===== src/rtl/bcd_seq_pkg.sv =====
// Shared types and constants for the BCD counter sequencer.
// Build option BCD_SEQ_WRAP_EN is consumed by bcd_count_sequencer.sv.
package bcd_seq_pkg;

  typedef enum logic [1:0] {
    IDLE = 2'd0,
    STEP = 2'd1,
    SAT  = 2'd2
  } state_t;

  typedef enum logic {
    OP_UP   = 1'b0,
    OP_DOWN = 1'b1
  } op_t;

  localparam int DEFAULT_NUM_DIGITS = 32'sd4;

  // clr and fill sit just above the interleaved up/down bits
  function automatic int clr_idx(input int num_digits);
    return 32'sd2 * num_digits;
  endfunction

  function automatic int fill_idx(input int num_digits);
    return 32'sd2 * num_digits + 32'sd1;
  endfunction

  localparam int CLR_IDX  = clr_idx(DEFAULT_NUM_DIGITS);
  localparam int FILL_IDX = fill_idx(DEFAULT_NUM_DIGITS);

endpackage


===== src/rtl/bcd_count_sequencer_rr_arbiter.sv =====
// Round-robin grant over the interleaved up/down pending bits.
// Grant is combinational; the search pointer is registered.
module rr_arbiter #(
  parameter int WIDTH = 32'sd8,
  parameter int IW    = (WIDTH > 32'sd1) ? $clog2(WIDTH) : 32'sd1
) (
  input  logic             clk,
  input  logic             reset,
  input  logic [WIDTH-1:0] req,
  input  logic             advance,
  output logic [WIDTH-1:0] grant,
  output logic [IW-1:0]    grant_idx,
  output logic             grant_vld
);

  logic [IW-1:0] ptr_r;

  // Scan cyclically from the pointer; the first request found wins.
  always_comb begin
    int j;
    logic hit_s;
    grant_idx = '0;
    grant_vld = 1'b0;
    j         = 32'sd0;
    hit_s     = 1'b0;
    for (int i = 0; i < WIDTH; i++) begin
      j         = int'(ptr_r) + i;
      j         = (j >= WIDTH) ? (j - WIDTH) : j;
      hit_s     = req[j] & ~grant_vld;
      grant_idx = hit_s ? IW'(j) : grant_idx;
      grant_vld = grant_vld | req[j];
    end
    grant = grant_vld ? (WIDTH'(1'b1) << grant_idx) : '0;
  end

  // Pointer moves past the granted bit only when the caller consumes the grant.
  always_ff @(posedge clk or posedge reset) begin
    if (reset) begin
      ptr_r <= '0;
    end else if (advance && grant_vld) begin
      ptr_r <= (int'(grant_idx) == WIDTH - 32'sd1) ? '0 : grant_idx + IW'(1'b1);
    end else begin
      ptr_r <= ptr_r;
    end
  end

endmodule


===== src/rtl/bcd_count_sequencer.sv =====
// Sequencer for the BCD digit counters: latches requests, grants them one at a time,
// and ripples carry/borrow digit by digit. Define BCD_SEQ_WRAP_EN to wrap instead of saturate.
module bcd_count_sequencer
  import bcd_seq_pkg::*;
#(
  parameter int NUM_DIGITS = DEFAULT_NUM_DIGITS
) (
  input  logic                  clk,
  input  logic                  reset,
  input  logic [NUM_DIGITS-1:0] req_up,
  input  logic [NUM_DIGITS-1:0] req_down,
  input  logic                  req_clr,
  input  logic                  req_fill,
  input  logic [NUM_DIGITS-1:0] cnt_cout,
  input  logic [NUM_DIGITS-1:0] cnt_bout,
  output logic [NUM_DIGITS-1:0] cnt_up,
  output logic [NUM_DIGITS-1:0] cnt_down,
  output logic                  cnt_set9,
  output logic                  cnt_set0,
  output logic                  busy,
  output logic                  ovf,
  output logic                  unf,
  output logic                  drop
);

  localparam int RR_W   = 32'sd2 * NUM_DIGITS;
  localparam int PEND_W = RR_W + 32'sd2;
  localparam int CLR_B  = clr_idx(NUM_DIGITS);
  localparam int FILL_B = fill_idx(NUM_DIGITS);
  localparam int IW     = $clog2(RR_W);
  localparam int DW     = (NUM_DIGITS > 32'sd1) ? $clog2(NUM_DIGITS) : 32'sd1;
  localparam logic [DW-1:0] TOP_DIG = DW'(NUM_DIGITS - 32'sd1);

  state_t                state_r;
  op_t                   op_r;
  logic [DW-1:0]         dig_r;
  logic [PEND_W-1:0]     pend_r;
  logic                  ovf_r;
  logic                  unf_r;
  logic                  drop_r;
  logic [NUM_DIGITS-1:0] cnt_up_r;
  logic [NUM_DIGITS-1:0] cnt_down_r;
  logic                  set9_r;
  logic                  set0_r;

  logic [PEND_W-1:0]     req_vec_s;
  logic [PEND_W-1:0]     gnt_clr_s;
  logic [PEND_W-1:0]     pend_nxt_s;
  logic [RR_W-1:0]       rr_grant_s;
  logic [IW-1:0]         rr_idx_s;
  logic                  rr_vld_s;
  logic                  rr_adv_s;
  logic [DW-1:0]         gnt_dig_s;
  op_t                   gnt_op_s;
  logic [DW-1:0]         dig_inc_s;
  logic                  carry_s;

  rr_arbiter #(
    .WIDTH (RR_W),
    .IW    (IW)
  ) u_rr_arbiter (
    .clk       (clk),
    .reset     (reset),
    .req       (pend_r[RR_W-1:0]),
    .advance   (rr_adv_s),
    .grant     (rr_grant_s),
    .grant_idx (rr_idx_s),
    .grant_vld (rr_vld_s)
  );

  assign gnt_dig_s = DW'(rr_idx_s >> 1);
  assign gnt_op_s  = op_t'(rr_idx_s[0]);
  assign dig_inc_s = dig_r + DW'(1'b1);
  assign carry_s   = (op_r == OP_UP) ? cnt_cout[dig_r] : cnt_bout[dig_r];

  // Interleave the request lines into pending-bit order.
  always_comb begin
    req_vec_s = '0;
    for (int k = 0; k < NUM_DIGITS; k++) begin
      req_vec_s[2*k]   = req_up[k];
      req_vec_s[2*k+1] = req_down[k];
    end
    req_vec_s[CLR_B]  = req_clr;
    req_vec_s[FILL_B] = req_fill;
  end

  // Bit consumed by the IDLE-state selection: clr, then fill, then round-robin.
  always_comb begin
    gnt_clr_s = '0;
    rr_adv_s  = 1'b0;
    if (state_r == IDLE) begin
      if (pend_r[CLR_B]) begin
        gnt_clr_s[CLR_B] = 1'b1;
      end else if (pend_r[FILL_B]) begin
        gnt_clr_s[FILL_B] = 1'b1;
      end else begin
        gnt_clr_s[RR_W-1:0] = rr_grant_s;
        rr_adv_s            = rr_vld_s;
      end
    end else begin
      gnt_clr_s = '0;
      rr_adv_s  = 1'b0;
    end
  end

  // Opposing up/down on one digit annihilate before they are ever stored together.
  always_comb begin
    pend_nxt_s = (pend_r & ~gnt_clr_s) | req_vec_s;
    for (int k = 0; k < NUM_DIGITS; k++) begin
      pend_nxt_s[2*k+:2] = (&pend_nxt_s[2*k+:2]) ? 2'b00 : pend_nxt_s[2*k+:2];
    end
  end

  // Pending register and coalesce indicator; a bit granted this cycle may be re-armed.
  always_ff @(posedge clk or posedge reset) begin
    if (reset) begin
      pend_r <= '0;
      drop_r <= 1'b0;
    end else begin
      pend_r <= pend_nxt_s;
      drop_r <= |(req_vec_s & pend_r & ~gnt_clr_s);
    end
  end

  // Sequencer FSM with registered counter strobes and sticky flags.
  always_ff @(posedge clk or posedge reset) begin
    if (reset) begin
      state_r    <= IDLE;
      op_r       <= OP_UP;
      dig_r      <= '0;
      ovf_r      <= 1'b0;
      unf_r      <= 1'b0;
      cnt_up_r   <= '0;
      cnt_down_r <= '0;
      set9_r     <= 1'b0;
      set0_r     <= 1'b0;
    end else begin
      cnt_up_r   <= '0;
      cnt_down_r <= '0;
      set9_r     <= 1'b0;
      set0_r     <= 1'b0;
      case (state_r)
        IDLE: begin
          if (pend_r[CLR_B]) begin
            state_r <= SAT;
            set0_r  <= 1'b1;
            ovf_r   <= 1'b0;
            unf_r   <= 1'b0;
          end else if (pend_r[FILL_B]) begin
            state_r <= SAT;
            set9_r  <= 1'b1;
          end else if (rr_vld_s) begin
            state_r <= STEP;
            op_r    <= gnt_op_s;
            dig_r   <= gnt_dig_s;
            if (gnt_op_s == OP_UP) begin
              cnt_up_r[gnt_dig_s] <= 1'b1;
            end else begin
              cnt_down_r[gnt_dig_s] <= 1'b1;
            end
          end else begin
            state_r <= IDLE;
          end
        end
        STEP: begin
          if (!carry_s) begin
            state_r <= IDLE;
          end else if (dig_r != TOP_DIG) begin
            dig_r <= dig_inc_s;
            if (op_r == OP_UP) begin
              cnt_up_r[dig_inc_s] <= 1'b1;
            end else begin
              cnt_down_r[dig_inc_s] <= 1'b1;
            end
          end else begin
            if (op_r == OP_UP) begin
              ovf_r <= 1'b1;
            end else begin
              unf_r <= 1'b1;
            end
`ifdef BCD_SEQ_WRAP_EN
            state_r <= IDLE;
`else
            state_r <= SAT;
            if (op_r == OP_UP) begin
              set9_r <= 1'b1;
            end else begin
              set0_r <= 1'b1;
            end
`endif
          end
        end
        SAT: begin
          state_r <= IDLE;
        end
        default: begin
          state_r <= IDLE;
        end
      endcase
    end
  end

  assign cnt_up   = cnt_up_r;
  assign cnt_down = cnt_down_r;
  assign cnt_set9 = set9_r;
  assign cnt_set0 = set0_r;
  assign ovf      = ovf_r;
  assign unf      = unf_r;
  assign drop     = drop_r;
  assign busy     = (state_r != IDLE) || (|pend_r);

endmodule


===== config.mk =====
export PLATFORM = sky130hd
export DESIGN_NAME = bcd_count_sequencer
export DESIGN_NICKNAME = d
export VERILOG_FILES = /design/src/rtl/bcd_seq_pkg.sv /design/src/rtl/bcd_count_sequencer_rr_arbiter.sv /design/src/rtl/bcd_count_sequencer.sv
export SDC_FILE = /design/constraint.sdc
export NUM_CORES = 1
export LEC_CHECK = 0
export BUFFER_PORTS_ARGS = -buffer_cell sky130_fd_sc_hd__buf_2
export CORE_MARGIN = 4
export CORE_UTILIZATION = 62
export DETAILED_ROUTE_END_ITERATION = 16
export PLACE_DENSITY = 0.85
export SETUP_SLACK_MARGIN = 0.15
export SLEW_MARGIN = 15
export SYNTH_ARGS = -nofsm -noshare
export SYNTH_HDL_FRONTEND = slang
export SYNTH_SLANG_ARGS = --single-unit

===== constraint.sdc =====
create_clock -name clk -period 7.2 [get_ports clk]
set_input_delay 0.36 -clock clk [delete_from_list [all_inputs] [get_ports clk]]
set_output_delay 0.36 -clock clk [all_outputs]
set_load 0.03 [all_outputs]

==> metrics.txt <==
Core ar. between 4000 and 5000 µm²; number of port buffers 33; asr flop ratio synth 1.00; CTS buffer count 5; I/O pin count 34; TritonCTS clock tree done; final hold violations 0; Antenna diodes 0; initial DRC count 316; pwr/cell area between 400 and 500 nW/µm²; # rows 23; sequential area share after synthesis 0.297; Synthesized Nets around 310; share of cells above drive strength 1 0.238; Worst-path clk slew 0.07 ns; Die ar. between 5000 and 6000 µm²; final core utilization 0.709; Routed WL between 6000 and 7000 µm; Startpoint Class flip-flop; Die Ht approximately 73 µm; Initial Util 0.648; Die X 72.9 µm; DRC 0; WS Path Type flip-flop to flip-flop; Worst setup EP type flip-flop; Setup TNS 0 ns; Fmax achieved between 200 and 250 MHz; Slew Viols, Final 0; Filler cells 325; critical path required time approximately 7.4 ns; Tightest Pin Transition approximately 0.83 ns; Post-CTS Hold Fix Bufs 0; CTS Sinks 31; leakage 0.00128 µW; clock root buffer clkbuf_8; Pre-antenna DRT Iters 5; leading cell type in the layout, fill and taps excluded buf_2; run status complete, no violations; H-tree levels 2; number of synthesized register bits 31; Syn Inst Count 277; Final Cycle Share 0.667; GPL Wtd Cong approximately 1; Mapped Area approximately 2600 µm²; post-DR vias/cell ~6.5; P&R area growth vs syn 9.44%; RSZ-0062 raised after global routing false; synthesized area per cell about 9.4 µm²; Detail Route Antenna Nets 0; Synth warnings 0; setup bufs post-CTS 0; worst hold path type input port to async pin; CP arrival 4.97 ns; clock latency on the worst-skew pair between 0.2 and 0.3 ns; Post-synth EDFFs 0; vias in the first global route approximately 2200; endpoints failing setup 0; Worst VDD drop approximately 0.30 mV; detailed placer's ending HPWL 4880 µm; ys flop type dfrtp_1; GRT Residual Overflow 0; # nets final 329; Via Count approximately 2300; WL/cell ~19 µm; Fin Clk Skew between 0.005 and 0.006 ns; Clock Path Buffers 2; initial antenna violation count 0; CP max FO 17; normalized max-slew margin 0.449; Max-cap violations 0; first-pass GRT wire length roughly 11000 µm; distinct cell type count after synthesis 57; largest net degree at the start of global routing 32; Period minus WS final between 4 and 5 ns; setup slack, reg-to-reg around 2.4 ns; commonest non-fill, non-tap cells in the layout buf_2, dfrtp_1, nand2_1; post_cts resized 0; Global Route Usage Sum 0.269
[worst max-delay path, cell delays in order (launching register included)]
cell and delay, ns:
dfrtp_1 0.66, inv_2 0.17, ha_1 0.78, mux2_4 0.36, a221o_1 0.37, o32ai_2 0.33
nand4b_1 0.26, o22ai_1 0.70, ha_1 0.29, inv_1 0.07, o211ai_1 0.18, o221ai_1 0.13
a31oi_1 0.15, and3_1 0.18, o221ai_2 0.08
[cell usage after synthesis (3+ instances only)]
cell type | number | area [µm²]
inv_1 | 12 | 45.0
mux2_4 | 3 | 45.0
buf_2 | 3 | 15.0
a221oi_1 | 5 | 43.8
nor3b_1 | 3 | 22.5
o221ai_1 | 3 | 26.3
ha_1 | 8 | 100
nand2_1 | 23 | 86.3
o31ai_1 | 4 | 30.0
mux2i_1 | 14 | 140
a31oi_1 | 3 | 18.8
a21oi_1 | 18 | 90.1
o21a_1 | 3 | 22.5
and2_1 | 5 | 31.3
dfrtp_1 | 31 | 776
o21ai_0 | 8 | 40.0
a221o_1 | 3 | 30.0
nand2b_1 | 11 | 68.8
o22ai_1 | 3 | 18.8
clkbuf_1 | 9 | 33.8
mux4_2 | 9 | 203
nand3_1 | 9 | 45.0
nor3_1 | 9 | 45.0
buf_6 | 4 | 45.0
nor2b_1 | 10 | 62.6
mux2_2 | 9 | 101
nor2_1 | 17 | 63.8
[metal layers]
layer | vias to the layer above | global-route usage | share of wire
li1 | 1081 | - | -
met1 | 1088 | 0.414 | 0.47
met2 | 119 | 0.391 | 0.44
met3 | 15 | 0.0496 | 0.084
met4 | 0 | 0.0656 | 0.012
met5 | - | 0 | 0
[final timing paths]
path,depth (start not counted),to,from
setup reg to reg,14,drop,u_rr_arbiter.ptr_r[1]
hold reg to reg,1,cnt_up[3],op_r
min in group clk,3,pend_r[9],req_fill
max in group asynchronous,2,pend_r[7],reset
setup / recovery,14,drop,u_rr_arbiter.ptr_r[1]
hold / removal,2,cnt_up[0],reset
[cells by family after synthesis]
group,Yosys count,synth area share
simple gates,96,0.189
compound gates,71,0.201
mux,37,0.196
buf+inv,31,0.0604
flops,31,0.297
fa+ha+maj,8,0.0384
xor+xnor,3,0.0173
[where the power goes]
group	switching, µW	total (µW)	leakage [µW]	internal, µW
sequential	69.6	276	0.000401	206
clock	65.5	168	0.0000581	103
combinational	531	919	0.000823	388
[per-stage QoR]
stage	setup slack, ns	total power (µW)	cell area (µm²)	instances	hold WS [ns]
after floorplan	3.29	1050	2610	277	0.432
after global placement	2.68	1150	2740	344	0.525
after detailed placement	2.49	1170	2740	344	0.532
after CTS	2.50	1350	2860	352	0.275
after global routing	2.10	1460	2860	352	0.209
final	2.40	1360	2860	352	0.153
[registers in the layout, indices dropped and copies added, names as in the netlist]
name and flops:
pend_r 10, cnt_down 4, cnt_set9 1, ovf 1, state_r 2, cnt_set0 1, op_r 1, unf 1
u_rr_arbiter.ptr_r 3, cnt_up 4, drop 1, dig_r 2
[final cells by class]
type,count,area (µm²),area share
repair buffers,35,180,0.0631
inverters,13,48.8,0.0171
well taps,50,62.6,0.0219
flip-flops and latches,31,776,0.272
clock inverters,3,43.8,0.0153
clock buffers,5,68.8,0.0241
multi-input cells,215,1680,0.587
Note: power is estimated with default switching activity, not from simulation.
